===== config.mk =====
export PLATFORM = sky130hd
export DESIGN_NAME = cache_ctrl
export DESIGN_NICKNAME = d
export VERILOG_FILES = /design/src/rtl/cache_ctrl.sv
export SDC_FILE = /design/constraint.sdc
export NUM_CORES = 1
export LEC_CHECK = 0
export ABC_AREA = 1
export CAP_MARGIN = 20
export CORE_ASPECT_RATIO = 0.7
export CORE_MARGIN = 4
export CORE_UTILIZATION = 44
export CTS_CLUSTER_SIZE = 10
export DETAILED_ROUTE_END_ITERATION = 10
export PLACE_DENSITY = 0.95
export SLEW_MARGIN = 40
export SYNTH_ARGS = -nofsm -noshare
export SYNTH_HDL_FRONTEND = slang
export SYNTH_SLANG_ARGS = --single-unit

===== constraint.sdc =====
create_clock -name clk -period 6 [get_ports clk]
set_input_delay 0.6 -clock clk [delete_from_list [all_inputs] [get_ports clk]]
set_output_delay 0.6 -clock clk [all_outputs]
set_load 0.01 [all_outputs]

===== src/rtl/cache_ctrl.sv =====
// Cache sequencer: lookup, dirty write-back, line fill and replay.
// Optional hit/miss counters are enabled with CACHE_CTRL_STATS_EN.
module cache_ctrl #(
   parameter int ATEG_WIDTH    = 7,
   parameter int AINDEX_WIDTH  = 6,
   parameter int CHANNEL_WIDTH = 3,
   parameter int WOFF_WIDTH    = 2,
   parameter int DATA_WIDTH    = 32,
   parameter int AW = ATEG_WIDTH + AINDEX_WIDTH + WOFF_WIDTH
) (
   input  logic                       clk,
   input  logic                       reset,
   input  logic                       cpu_req,
   input  logic                       cpu_we,
   input  logic [AW-1:0]              cpu_addr,
   input  logic [DATA_WIDTH-1:0]      cpu_wdata,
   output logic                       cpu_ack,
   output logic [DATA_WIDTH-1:0]      cpu_rdata,
   output logic [ATEG_WIDTH+AINDEX_WIDTH-1:0] tag_addr,
   output logic                       tag_wr,
   output logic                       tag_md,
   input  logic [ATEG_WIDTH+1:0]      tag_out,
   input  logic [CHANNEL_WIDTH-1:0]   tag_chan,
   input  logic                       tag_hit,
   output logic [CHANNEL_WIDTH+AINDEX_WIDTH+WOFF_WIDTH-1:0] dram_addr,
   output logic                       dram_we,
   output logic [DATA_WIDTH-1:0]      dram_wdata,
   input  logic [DATA_WIDTH-1:0]      dram_rdata,
   output logic                       mem_req,
   output logic                       mem_we,
   output logic [AW-1:0]              mem_addr,
   output logic [DATA_WIDTH-1:0]      mem_wdata,
   input  logic [DATA_WIDTH-1:0]      mem_rdata,
   input  logic                       mem_ack
`ifdef CACHE_CTRL_STATS_EN
   ,
   output logic [15:0]                stat_hit,
   output logic [15:0]                stat_miss
`endif
);

   localparam logic [2:0] S_IDLE   = 3'd0;
   localparam logic [2:0] S_LOOKUP = 3'd1;
   localparam logic [2:0] S_WB_RD  = 3'd2;
   localparam logic [2:0] S_WB_REQ = 3'd3;
   localparam logic [2:0] S_FILL   = 3'd4;
   localparam logic [2:0] S_UPDATE = 3'd5;
   localparam logic [2:0] S_RESP   = 3'd6;

   logic [2:0]               state_q, state_d;
   logic [AW-1:0]            r_addr_q, r_addr_d;
   logic                     r_we_q, r_we_d;
   logic [DATA_WIDTH-1:0]    r_wdata_q, r_wdata_d;
   logic                     refill_q, refill_d;
   logic [CHANNEL_WIDTH-1:0] vch_q, vch_d;
   logic [ATEG_WIDTH-1:0]    vtag_q, vtag_d;
   logic [WOFF_WIDTH-1:0]    wcnt_q, wcnt_d;
   logic                     wb_ent_q, wb_ent_d;
   logic [DATA_WIDTH-1:0]    wbdata_q, wbdata_d;

   logic [AINDEX_WIDTH-1:0]  idx;
   logic [WOFF_WIDTH-1:0]    off;
   logic [ATEG_WIDTH-1:0]    rtag;

   assign idx  = r_addr_q[WOFF_WIDTH +: AINDEX_WIDTH];
   assign off  = r_addr_q[WOFF_WIDTH-1:0];
   assign rtag = r_addr_q[AW-1 -: ATEG_WIDTH];

   always_comb begin
      state_d    = state_q;
      r_addr_d   = r_addr_q;
      r_we_d     = r_we_q;
      r_wdata_d  = r_wdata_q;
      refill_d   = refill_q;
      vch_d      = vch_q;
      vtag_d     = vtag_q;
      wcnt_d     = wcnt_q;
      wb_ent_d   = 1'b0;
      wbdata_d   = wbdata_q;
      cpu_ack    = 1'b0;
      cpu_rdata  = '0;
      tag_addr   = '0;
      tag_wr     = 1'b0;
      tag_md     = 1'b0;
      dram_addr  = '0;
      dram_we    = 1'b0;
      dram_wdata = '0;
      mem_req    = 1'b0;
      mem_we     = 1'b0;
      mem_addr   = '0;
      mem_wdata  = '0;
      unique case (state_q)
         S_IDLE: begin
            if (cpu_req) begin
               r_addr_d  = cpu_addr;
               r_we_d    = cpu_we;
               r_wdata_d = cpu_wdata;
               refill_d  = 1'b0;
               state_d   = S_LOOKUP;
            end
         end
         S_LOOKUP: begin
            tag_addr = r_addr_q[AW-1:WOFF_WIDTH];
            if (tag_hit) begin
               dram_addr = {tag_chan, idx, off};
               if (r_we_q) begin
                  dram_we    = 1'b1;
                  dram_wdata = r_wdata_q;
                  tag_wr     = 1'b1;
                  tag_md     = 1'b1;
               end
               state_d = S_RESP;
            end else if (refill_q) begin
               // replay should always hit; abandon the request
               state_d = S_IDLE;
            end else begin
               vch_d   = tag_chan;
               vtag_d  = tag_out[ATEG_WIDTH-1:0];
               wcnt_d  = '0;
               state_d = (tag_out[ATEG_WIDTH+1] && tag_out[ATEG_WIDTH])
                         ? S_WB_RD : S_FILL;
            end
         end
         S_WB_RD: begin
            dram_addr = {vch_q, idx, wcnt_q};
            wb_ent_d  = 1'b1;
            state_d   = S_WB_REQ;
         end
         S_WB_REQ: begin
            mem_req   = 1'b1;
            mem_we    = 1'b1;
            mem_addr  = {vtag_q, idx, wcnt_q};
            // RAM output is only valid in the first cycle; hold it after
            mem_wdata = wb_ent_q ? dram_rdata : wbdata_q;
            wbdata_d  = mem_wdata;
            if (mem_ack) begin
               wcnt_d  = wcnt_q + 1'b1;
               state_d = (&wcnt_q) ? S_FILL : S_WB_RD;
            end
         end
         S_FILL: begin
            mem_req  = 1'b1;
            mem_addr = {rtag, idx, wcnt_q};
            if (mem_ack) begin
               dram_we    = 1'b1;
               dram_addr  = {vch_q, idx, wcnt_q};
               dram_wdata = mem_rdata;
               wcnt_d     = wcnt_q + 1'b1;
               if (&wcnt_q) state_d = S_UPDATE;
            end
         end
         S_UPDATE: begin
            tag_addr = r_addr_q[AW-1:WOFF_WIDTH];
            tag_wr   = 1'b1;
            refill_d = 1'b1;
            state_d  = S_LOOKUP;
         end
         S_RESP: begin
            cpu_ack   = 1'b1;
            cpu_rdata = dram_rdata;
            state_d   = S_IDLE;
         end
         default: state_d = S_IDLE;
      endcase
   end

   always_ff @(posedge clk or posedge reset) begin
      if (reset) begin
         state_q   <= S_IDLE;
         r_addr_q  <= '0;
         r_we_q    <= 1'b0;
         r_wdata_q <= '0;
         refill_q  <= 1'b0;
         vch_q     <= '0;
         vtag_q    <= '0;
         wcnt_q    <= '0;
         wb_ent_q  <= 1'b0;
         wbdata_q  <= '0;
      end else begin
         state_q   <= state_d;
         r_addr_q  <= r_addr_d;
         r_we_q    <= r_we_d;
         r_wdata_q <= r_wdata_d;
         refill_q  <= refill_d;
         vch_q     <= vch_d;
         vtag_q    <= vtag_d;
         wcnt_q    <= wcnt_d;
         wb_ent_q  <= wb_ent_d;
         wbdata_q  <= wbdata_d;
      end
   end

`ifdef CACHE_CTRL_STATS_EN
   logic [15:0] hit_q, hit_d, miss_q, miss_d;

   // replayed lookups after a fill are not counted
   always_comb begin
      hit_d  = hit_q;
      miss_d = miss_q;
      if (state_q == S_LOOKUP && !refill_q) begin
         if (tag_hit) begin
            if (hit_q != 16'hFFFF) hit_d = hit_q + 16'd1;
         end else if (miss_q != 16'hFFFF) begin
            miss_d = miss_q + 16'd1;
         end
      end
   end

   always_ff @(posedge clk or posedge reset) begin
      if (reset) begin
         hit_q  <= '0;
         miss_q <= '0;
      end else begin
         hit_q  <= hit_d;
         miss_q <= miss_d;
      end
   end

   assign stat_hit  = hit_q;
   assign stat_miss = miss_q;
`endif

endmodule


# --- Word-level counts from Yosys, hierarchy flattened ---
# Index checks and enable logic that the tools add are counted.
totals:
  ff_bits: 97
  input_bits: 129
  out_inout_bits: 141
  wordCells: 75
classes:
  addsub: 1
  n_eq_ne: 13
  n_mux: 37
  n_bitwise: 2
  reduce_logical: 12
ops:
  columns: ["cell", "count"]
  rows:
  - ["32-bit two-way mux", 6]
  - ["32-bit case mux with 2 select lines", 1]
  - ["11-bit case mux with 3 select lines", 1]
  - ["15-bit case mux with 2 select lines", 1]
  - ["3-bit two-way mux", 8]
  - ["11-bit two-way mux", 2]
  - ["3-bit case mux with 6 select lines", 1]
  - ["13-bit two-way mux", 1]
  - ["2-bit != test (second input constant)", 6]
  - ["3-bit == test (second input constant)", 3]
  - ["1-bit two-way mux", 9]
  - ["4-bit AND reduction", 2]
  - ["3-bit by 2-bit == test with 1-bit output (second input constant)", 2]
  - ["2-bit two-way mux", 3]
  - ["1-bit case mux with 2 select lines", 3]
  - ["2-bit AND reduction", 3]
  - ["2-bit case mux with 2 select lines", 1]
  - ["2-bit nonzero test", 2]
  - ["2-bit OR reduction", 2]
  - ["3-bit by 1-bit == test with 1-bit output (second input constant)", 1]
  - ["3-bit zero test", 1]
  - ["3-bit AND reduction", 1]
  - ["2-bit by 1-bit adder with 2-bit output (second input constant)", 1]
  - ["2-bit by 1-bit != test with 1-bit output (second input constant)", 1]
  - ["2 further kinds", 3]

# --- Depth between registers and ports, before layout ---
# Gate-level depths: netlist of run 1.
depth:
  word_depth: 5
  depth_mapped: 9

# --- Worst setup path before layout of run 1 ---
# Ideal clock, no wire load.
synth_path:
  kind: "input -> output"
  startpoint: "in tag_hit"
  endpoint: "out dram_wdata[23]"
  arrival_time_ns: 1.459
  t_required_ns: 5.400
  path_slack_ns: 3.941
  cell_stages: 5
  n_path_buf: 1
  path_cell_list: "inv_1 -> nor3_4 -> nand2_4 -> buf_4 -> o21ai_1"
synth_via:
  elab_chain_cells: 2
synth_rtl:
  columns: ["element", "line_no", "rtl"]
  rows:
  - ["from (decl)", "24", "input logic tag_hit,"]
  - ["32-bit two-way mux", "104", "if (tag_hit) begin"]
  - ["32-bit case mux with 2 select lines", "92", "unique case (state_q)"]
  - ["to (decl)", "27", "output logic [DATA_WIDTH-1:0] dram_wdata,"]
# No other way between the ends.

# --- Worst setup path after layout of run 1 ---
layout_path:
  startpoint: "in mem_ack"
  endpoint: "out dram_wdata[17]"
layout_via:
  elab_chain_cells: 2
layout_rtl:
  columns: ["element", "line_no", "rtl"]
  rows:
  - ["from (decl)", "34", "input logic mem_ack"]
  - ["32-bit two-way mux", "144", "if (mem_ack) begin"]
  - ["32-bit case mux with 2 select lines", "92", null]
# No other way between the ends.

==> results of run 1 <==
-- registers in the layout (all words and copies together), names as in the netlist --
name	count
vch_q	3
wcnt_q	2
wbdata_q	32
vtag_q	7
r_addr_q	15
wb_ent_q	1
r_we_q	1
refill_q	1
r_wdata_q	32
state_q	3
-- layout by cell type, fill, tap and decap left out, types with 2 or more instances in the layout --
cell type	n
nand3_1	15
clkinvlp_4	2
nor2_1	67
nand2_4	3
clkdlybuf4s50_1	269
o21ai_0	106
nand2_1	273
o21ai_1	20
clkinv_2	2
bufinv_16	2
inv_4	3
o211ai_1	2
inv_1	144
inv_2	6
clkbuf_16	9
inv_6	2
dfrtp_1	97
-- cell type report --
type	count	area, µm²	share of cell area
timing repair buffer	271	2711	0.3250
clock inverter	7	93.84	0.01125
inverter	154	590.6	0.07080
multi-input combinational	493	2097	0.2514
tap	157	196.4	0.02355
clock buffer	9	225.2	0.02700
sequential	97	2427	0.2910
-- Yosys cell counts, types with 2 or more instances --
master	count
nand2_1	273
inv_2	8
buf_2	14
nor2_1	67
clkbuf_1	11
inv_1	145
nand2_4	3
o211ai_1	2
buf_4	8
buf_1	3
nand3_1	16
o21ai_1	20
dfrtp_1	97
o21ai_0	106
-- stage by stage --
stage                       util  total power, mW
after floorplan                -            1.903
after global placement    0.6806            2.452
final                     0.7089            3.135
after global routing      0.7089            3.378
after CTS                 0.7086            3.156
after detailed placement  0.6814            2.526
-- how the worst min path moves through the flow --
stage / startpoint / to / slack (ns) / cells after the start
floorplan: r_addr_q[0] / r_addr_q[0] / 0.45 / 2
global placement: r_wdata_q[4] / r_wdata_q[4] / 0.47 / 2
detailed placement: r_wdata_q[4] / r_wdata_q[4] / 0.48 / 2
CTS: r_wdata_q[10] / r_wdata_q[10] / 0.49 / 2
global route: r_wdata_q[10] / r_wdata_q[10] / 0.51 / 2
finish: vtag_q[4] / vtag_q[4] / 0.50 / 2
-- kinds of logic (layout without fill, tap and decap cells) --
kind of cell | Yosys count | in the layout | share of synthesized area
simple gates | 363 | 363 | 0.2693
buf+inv | 192 | 441 | 0.1481
compound gates | 129 | 129 | 0.1226
flops | 97 | 97 | 0.4575
fa+ha+maj | 1 | 1 | 0.002358
-- metal layers --
metal | wire length [µm] | track usage | up-vias
li1 | - | - | 2822
met1 | 6863 | 0.2972 | 2646
met2 | 8174 | 0.4046 | 276
met3 | 1600 | 0.07333 | 30
met4 | 380 | 0.07669 | 0
met5 | 0 | 0 | -
-- power groups by stage --
stage	Combinational, mW	Clock (mW)	Sequential [mW]
5_1_grt	1.60	0.647	1.14
6_report	1.42	0.610	1.11
4_1_cts	1.43	0.626	1.10
3_5_place_dp	1.42	0	1.11
2_1_floorplan	0.857	0	1.05
3_3_place_gp	1.35	0	1.10
-- worst register-to-register path, cell delays in order, from the launching register on --
cell and delay (ns):
dfrtp_1 0.51, nor2_4 0.20, nand3_2 0.44, inv_4 0.69, nand2_1 0.19, o21ai_1 0.13
==> summary.txt, run 1 <==
Logic synthesis
  • Synthesized Nets: approximately 900
  • Sequential fraction of the synthesis area: 0.4575
  • Synthesized instance count: roughly 780
  • Ranking of synthesized cells by area: dfrtp_1 46%, nand2_1 19%, inv_1 10%
  • Post-synth top area share: 0.4575
  • Synth warnings: 0
  • Area of the mapped netlist: between 5000 and 6000 µm²
  • Avg Inst Size Synth: roughly 6.8 µm²
  • Area leader, netlist: dfrtp_1
  • Synth async-reset ratio: 1.000
  • Distinct cells, synth: 23
  • EDFF count, synth: 0
  • Top FF cell, synth: dfrtp_1
  • Number of synthesized register bits: 97

Setup path
  • CP cell instances: clkdlybuf4s50_1, nand2_1, inv_2, nand2_1, o21ai_0, clkdlybuf4s50_1
  • Levels on crit path: 6
  • Maximum fanout along the worst path: 32
  • Reg2reg start: state_q[0]
  • Worst path max stage delay: approximately 0.68 ns
  • Critical path origin: mem_ack
  • Crit path launch type: input port
  • Reg2Reg Setup Slack: roughly 3.8 ns
  • WP buf/inv: 3
  • Type of destination of the critical path: output port
  • Worst r2r path cells: 5
  • CP Capture Point: dram_wdata[17]
  • Worst EP arrival: approximately 2.7 ns
  • Setup CP Type: input port to output port
  • WP data required: 5.40 ns
  • CP top delay family: buffers and inverters
  • Crit-path slowest cell: clkdlybuf4s50_1
  • Worst reg2reg path endpoint: r_wdata_q[22]

CTS
  • Reg clk slew, reported paths: 0.07 ns
  • CTS tree: yes
  • Total CTS buffers: 9
  • Post-CTS repair timing setup buffer count: 0
  • Cts hold-fix bufs: 0
  • Post-CTS Resized: 0
  • Clock latency on the worst-skew pair: 0.34 ns
  • Clock sinks: 97
  • Clock Tree Buf Depth: 2
  • Root Buffer: clkbuf_16
  • H-Tree Level Count: 3

Routing
  • Pre-antenna DRT Iters: 5
  • Vias/cell: approximately 4.9
  • DRT antenna net count: 0
  • DR iter-0 viols: 330
  • Vias after detailed routing: between 5000 and 6000
  • DRT Wirelength: around 17000 µm
  • # DRC: 0
  • Avg WL per Cell: approximately 14 µm

STA
  • Fin crit share: 0.5539
  • RSZ-0062 raised after global routing: false
  • Final setup TNS: 0 ns
  • Fin crit period: roughly 3.3 ns
  • Worst slew margin: 0.4495
  • Final worst slack: between 2 and 3 ns
  • Fin Hold WS: 0.4961 ns
  • Setup Viol. Count Final: 0
  • Slew Limit Fails: 0
  • Worst-margin pin slew: between 0.8 and 0.9 ns
  • Hold Vio Cnt, Final: 0
  • Skew final: about 0.0049 ns
  • Max frequency: around 300 MHz

Run status
  • Outcome: finished, final reports clean

Floorplan
  • I/O Pins: between 200 and 300
  • Die width: around 140 µm
  • Core area: 11770 µm²
  • DIE AREA: between 10000 and 15000 µm²
  • Die H: ~100 µm
  • # rows: 33
  • Starting density of the core: 0.4508

Placed design
  • GPL Wtd Cong: approximately 0.95
  • Dpl ws: ~2.7 ns
  • Inst Count DP: between 1000 and 1500
  • Placed Area: roughly 8000 µm²
  • IO buf count: 269
  • DP HPWL: 12950 µm

Power
  • Pwr dens: ~380 nW/µm²
  • Switch Pwr: around 1.2 mW
  • Clk pwr share: 0.194
  • Sw Ratio: 0.3846
  • Cell internal pwr: between 1.5 and 2 mW
  • Sequential group share of total power: 0.353
  • Combinational Power Share: 0.452
  • Worst VDD drop: about 240 µV
  • P_leak: roughly 4.2 nW

Global route
  • First-pass GRT wire length: about 27000 µm
  • Total GRT Usage: 0.2395
  • Initial antenna violation count: 0
  • Grt total ovfl: 0
  • Vias in the first global route: between 5000 and 6000
  • Pin count of the biggest net entering global routing: slightly below 80

Final layout
  • Area Growth Syn to Fin: 57.24%
  • Layout cells sized above 1: 0.03298
  • Fillcell total: approximately 900
  • Nets: 1156
  • Number of diodes: 0
  • Final Non-Filler Cells: around 1200
  • Final instance area: around 8300 µm²

Hold path
  • Hold WC Path Type: flop to flop

Job
  • Max cap viols: 0
No activity file was read; power rests on OpenSTA's default activity.
==> run 2: changes to the inputs <==
CORE_UTILIZATION = 37   (was 44)
PLACE_DENSITY = 0.87   (was 0.95)
clock period = 3 ns   (was 6 ns; I/O delays follow)
==> run 2 against run 1 <==
Compared with the run above: global-route usage fell by 4.1 points; count of clock-buffer cells in the layout stayed put; combinational power grew 100%; register-to-register slack worse by 2.8 ns; die area increased by 18%; critical path depth up 2; wire length decreased by 3.1%; final area increased by 0.97%; sequential power increased by 97%.
==> summary.txt, run 2 (synthesized netlist as in run 1, its figures left out) <==
Final layout
  • Layout cells sized above 1: 0.03854
  • Nets: around 1200
  • Area Growth Syn to Fin: 58.77%
  • Top flop regs: r_wdata_q (32), wbdata_q (32), r_addr_q (15)
  • Commonest non-fill, non-tap cells in the layout: 273 x nand2_1, 269 x clkdlybuf4s50_1, 144 x inv_1
  • Final Non-Filler Cells: roughly 1200
  • Most common cell after layout, fill and taps aside: nand2_1
  • Number of diodes: 0

Setup path
  • Type of destination of the critical path: output port
  • Worst EP arrival: around 2.5 ns
  • Crit path launch type: flop
  • Maximum fanout along the worst path: 32
  • WP data required: around 2.7 ns
  • Setup CP Type: flop to output port

Routing
  • DR iter-0 viols: between 200 and 250
  • Vias after detailed routing: between 5000 and 6000
  • DRT antenna net count: 0
  • Vias/cell: 4.529
  • Pre-antenna DRT Iters: 7
  • # DRC: 0
  • Avg WL per Cell: roughly 13 µm
  • DRT Wirelength: around 16000 µm

Hold path
  • Hold WC Path Type: input port to async pin

STA
  • Worst slew margin: 0.4981
  • Fin crit period: around 2.8 ns
  • Max frequency: 357.8 MHz
  • RSZ-0062 raised after global routing: false
  • Slew Limit Fails: 0
  • Final worst slack: 0.2053 ns
  • Final setup TNS: 0 ns
  • Fin crit share: 0.9316
  • Worst-margin pin slew: roughly 0.75 ns
  • Hold Vio Cnt, Final: 0
  • Setup Viol. Count Final: 0
  • Skew final: 0.008207 ns

Power
  • Cell internal pwr: approximately 3.8 mW
  • Sequential group share of total power: 0.353
  • Pwr dens: 737.7 nW/µm²
  • Worst VDD drop: 372.8 µV
  • P_leak: approximately 4.2 nW
  • Combinational Power Share: 0.458
  • Switch Pwr: between 2 and 2.5 mW
  • Sw Ratio: 0.3864
  • Clk pwr share: 0.189

Floorplan
  • # rows: 36
  • Core area: 13960 µm²
  • I/O Pins: 270
  • Die width: between 150 and 200 µm
  • DIE AREA: ~16000 µm²
  • Starting density of the core: 0.3799
  • Die H: about 110 µm

CTS
  • Total CTS buffers: 9
  • Cts hold-fix bufs: 0
  • CTS tree: yes
  • Root Buffer: clkbuf_16
  • Clock Tree Buf Depth: 2
  • Clock sinks: 97
  • Reg clk slew, reported paths: about 0.070 ns
  • Clock latency on the worst-skew pair: roughly 0.34 ns
  • H-Tree Level Count: 3

Global route
  • Vias in the first global route: roughly 5100
  • First-pass GRT wire length: roughly 26000 µm
  • Grt total ovfl: 0
  • Total GRT Usage: 0.1986
  • Pin count of the biggest net entering global routing: between 70 and 80
  • Initial antenna violation count: 0

Run status
  • Outcome: finished, final reports clean

Placed design
  • IO buf count: approximately 270
  • Inst Count DP: 1212
  • GPL Wtd Cong: between 0.8 and 0.9
  • Dpl ws: ~0.47 ns
  • DP HPWL: 12810 µm

Job
  • Max cap viols: 0
-- run 2: worst max-delay path, cell delays in order, from the launching register on --
cell and delay, ns:
dfrtp_1 0.50, nor2_4 0.19, nand2_4 0.10, inv_2 0.15, nand2_1 0.14, inv_4 0.28
nand2_1 0.10, o21ai_1 0.13, clkdlybuf4s50_1 0.57
-- run 2: per-layer routing --
metal | vias to the layer above | share of wire | track usage
li1 | 2841 | - | -
met1 | 2482 | 0.41 | 0.2464
met2 | 226 | 0.47 | 0.3317
met3 | 12 | 0.12 | 0.07960
met4 | 0 | 0.0062 | 0.03558
met5 | - | 0 | 0
-- run 2: per-stage QoR --
step	hold WS, ns	cell area (µm²)	util	power [mW]
after global routing	0.4014	8423	0.6032	6.712
after floorplan	0.4096	5305	-	3.805
after detailed placement	0.4660	8115	0.5812	5.061
after CTS	0.3747	8417	0.6028	6.278
after global placement	0.4648	8115	0.5812	4.960
final	0.3621	8423	0.6032	6.213
-- run 2: worst paths after layout --
path | start | to | slack, ns | depth (start not counted)
worst min register to register | r_wdata_q[5] | r_wdata_q[5] | 0.48 | 2
worst max-delay path | state_q[0] | dram_wdata[28] | 0.21 | 8
worst max register to register | state_q[0] | vtag_q[1] | 0.99 | 4
max in group asynchronous | reset | r_wdata_q[2] | 1.87 | 3
worst min-delay path | reset | r_wdata_q[4] | 0.36 | 2
min in group clk | r_wdata_q[5] | r_wdata_q[5] | 0.48 | 2
-- run 2: final cells by class --
class	count	area, µm²
fill	1227	5540
clock buffer	9	225.2
multi-input combinational	493	2092
tap	190	237.7
inverter	154	588.1
sequential	97	2427
clock inverter	7	76.32
timing repair buffer	278	2776
-- run 2: repair_timing --
action                     in CTS  in global routing
setup endpoints to repair       0                 26
setup buffers                   0                  0
gates resized for setup         0                  3
-- run 2: power by group through the flow --
stage          Clock, mW  Combinational (mW)  Sequential (mW)
5_1_grt             1.27                3.19             2.25
3_3_place_gp           0                2.77             2.19
4_1_cts             1.22                2.87             2.19
6_report            1.18                2.85             2.19
3_5_place_dp           0                2.86             2.20
2_1_floorplan          0                1.71             2.09
==> run 3: changes to the inputs <==
GPL_TIMING_DRIVEN = 0   (was default)
==> run 3 against run 2 <==
Compared with the run above: utilization increased by 1.2 points; fmax shrank 1.3%; clock power shrank 5%; final area grew 2.0%; via count up 3.4%; total power grew 1.4%; sequential power decreased by 2%; setup slack lost 0.036 ns; global-route usage up 1.3 points; die area did not move; wire length up 5.6%; register-to-register slack improved by 0.23 ns; critical endpoint is now dram_wdata[22]; largest power group unchanged.
==> summary.txt, run 3 (synthesized netlist as in run 1, its figures left out) <==
Run status
  • Outcome: finished, final reports clean

Routing
  • DR iter-0 viols: between 200 and 250
  • Vias/cell: 4.558
  • DRT antenna net count: 0
  • Pre-antenna DRT Iters: 4
  • # DRC: 0
  • Avg WL per Cell: between 10 and 15 µm
  • DRT Wirelength: approximately 17000 µm
  • Vias after detailed routing: around 5700

CTS
  • Total CTS buffers: 9
  • Reg clk slew, reported paths: 0.07 ns
  • Clock Tree Buf Depth: 2
  • CTS tree: yes
  • Clock latency on the worst-skew pair: roughly 0.33 ns
  • Root Buffer: clkbuf_16
  • H-Tree Level Count: 3
  • Clock sinks: 97

STA
  • Max frequency: ~350 MHz
  • Worst slew margin: 0.6787
  • Hold Vio Cnt, Final: 0
  • RSZ-0062 raised after global routing: false
  • Fin crit period: between 2 and 3 ns
  • Fin crit share: 0.9436
  • Worst-margin pin slew: ~0.48 ns
  • Slew Limit Fails: 0
  • Setup Viol. Count Final: 0
  • Skew final: between 0.005 and 0.006 ns

Power
  • Combinational Power Share: 0.482
  • Clk pwr share: 0.179
  • Switch Pwr: between 2 and 2.5 mW
  • Pwr Total: between 6 and 7 mW
  • P_leak: 4.337 nW
  • Sequential group share of total power: 0.339
  • Worst VDD drop: about 420 µV
  • Sw Ratio: 0.3942
  • Cell internal pwr: ~3.8 mW
  • Pwr dens: about 730 nW/µm²

Placed design
  • Inst Count DP: about 1200
  • DP HPWL: around 14000 µm
  • GPL Wtd Cong: 0.8910
  • IO buf count: between 200 and 300

Final layout
  • Commonest non-fill, non-tap cells in the layout: 273 x nand2_1, 265 x clkdlybuf4s50_1, 144 x inv_1
  • Nets: between 1000 and 1500
  • Fillcell total: around 1200
  • Most common cell after layout, fill and taps aside: nand2_1
  • Top flop regs: r_wdata_q (32), wbdata_q (32), r_addr_q (15)
  • Multi-input gate area: 2092 µm²
  • Area Growth Syn to Fin: 62.00%
  • Number of diodes: 0
  • Final Non-Filler Cells: 1261
  • Layout cells sized above 1: 0.05602
  • Final core occ: 0.6155
  • Flip-flop and latch area: 2427 µm²

Setup path
  • Type of destination of the critical path: output port
  • Crit-path slowest cell: clkdlybuf4s50_1
  • Worst path max stage delay: ~0.59 ns
  • Setup CP Type: flop to output port
  • Maximum fanout along the worst path: 10
  • Crit path launch type: flop
  • WP data required: about 2.7 ns
  • CP cell instances: buf_4, nor2_4, nand2_4, inv_2, nand2_1, inv_2, clkbuf_4, nand2_1, o21ai_0, clkdlybuf4s50_1
  • Worst EP arrival: ~2.5 ns

Global route
  • Total GRT Usage: 0.2116
  • Grt total ovfl: 0
  • First-pass GRT wire length: 27580 µm
  • Vias in the first global route: approximately 5600
  • Pin count of the biggest net entering global routing: 65
  • Initial antenna violation count: 0

Hold path
  • Hold WC Path Type: input port to async pin

Floorplan
  • DIE AREA: roughly 16000 µm²
  • Core area: approximately 14000 µm²
  • # rows: 36
  • Die width: approximately 150 µm
  • I/O Pins: 270
  • Die H: about 110 µm
  • Starting density of the core: 0.3799

Job
  • Max cap viols: 0
==> run 3: cell types whose count changed in the layout (fill, tap and decap cells not counted), moves of 4 or more <==
cell / change
buf_2: +11
clkbuf_1: +11
buf_4: +5
clkdlybuf4s50_1: -4
inv_8: +4
==> run 3: worst paths after layout <==
path / endpoint / cells after the start / from / slack, ns
max: dram_wdata[22] / 10 / state_q[0] / 0.17
min: wbdata_q[2] / 2 / reset / 0.32
max reg2reg: r_addr_q[8] / 6 / state_q[0] / 1.22
min reg2reg: r_wdata_q[11] / 2 / r_wdata_q[11] / 0.49
max in group asynchronous: wbdata_q[31] / 3 / reset / 2.08
min in group clk: r_wdata_q[11] / 2 / r_wdata_q[11] / 0.49
==> run 3: cell type report <==
type | instances | share of cell area
Buffer | 38 | 0.02446
Clock buffer | 9 | 0.02620
Clock inverter | 7 | 0.007425
Inverter | 154 | 0.06871
Multi-Input combinational cell | 493 | 0.2434
Sequential cell | 97 | 0.2824
Tap cell | 190 | 0.02766
Timing Repair Buffer | 273 | 0.3197
==> run 3: what timing repair did <==
| item | in CTS | in global routing |
|---|---|---|
| setup endpoints to repair | 0 | 20 |
| resized for setup | 0 | 6 |
| buffers inserted | 0 | 4 |
| hold buffers | 0 | 0 |
==> run 3: power by group through the flow <==
stage	Combinational, mW	Sequential, mW	Clock [mW]
after floorplan	1.71	2.09	0
after global placement	2.94	2.13	0
after detailed placement	3.03	2.16	0
final	3.04	2.14	1.12
after global routing	3.42	2.20	1.21
after CTS	3.05	2.14	1.15
==> run 3: critical path, delay by kind of cell, from the launching register on <==
family | cells | cell delay [ns]
flip-flops | 1 | 0.37
AO/OA/AOI/OAI | 1 | 0.10
buffers and inverters | 5 | 1.28
AND/OR/NAND/NOR | 4 | 0.44
==> run 3: routing by layer <==
layer,vias up,global-route usage,part of all wire
li1,2907,-,-
met1,2596,0.2549,0.41
met5,-,0,0
met2,229,0.3629,0.47
met4,0,0.04334,0.011
met3,16,0.08127,0.11
==> run 3: stage by stage <==
stage	setup slack [ns]	area, µm²	setup TNS, ns	hold slack (ns)
after floorplan	0.1663	5305	0	0.4096
final	0.1691	8594	0	0.3180
after global routing	0.006924	8594	0	0.3311
after CTS	0.07469	8549	0	0.3155
after global placement	-1.377	8225	-133.16	0.4627
after detailed placement	0.2800	8260	0	0.4680
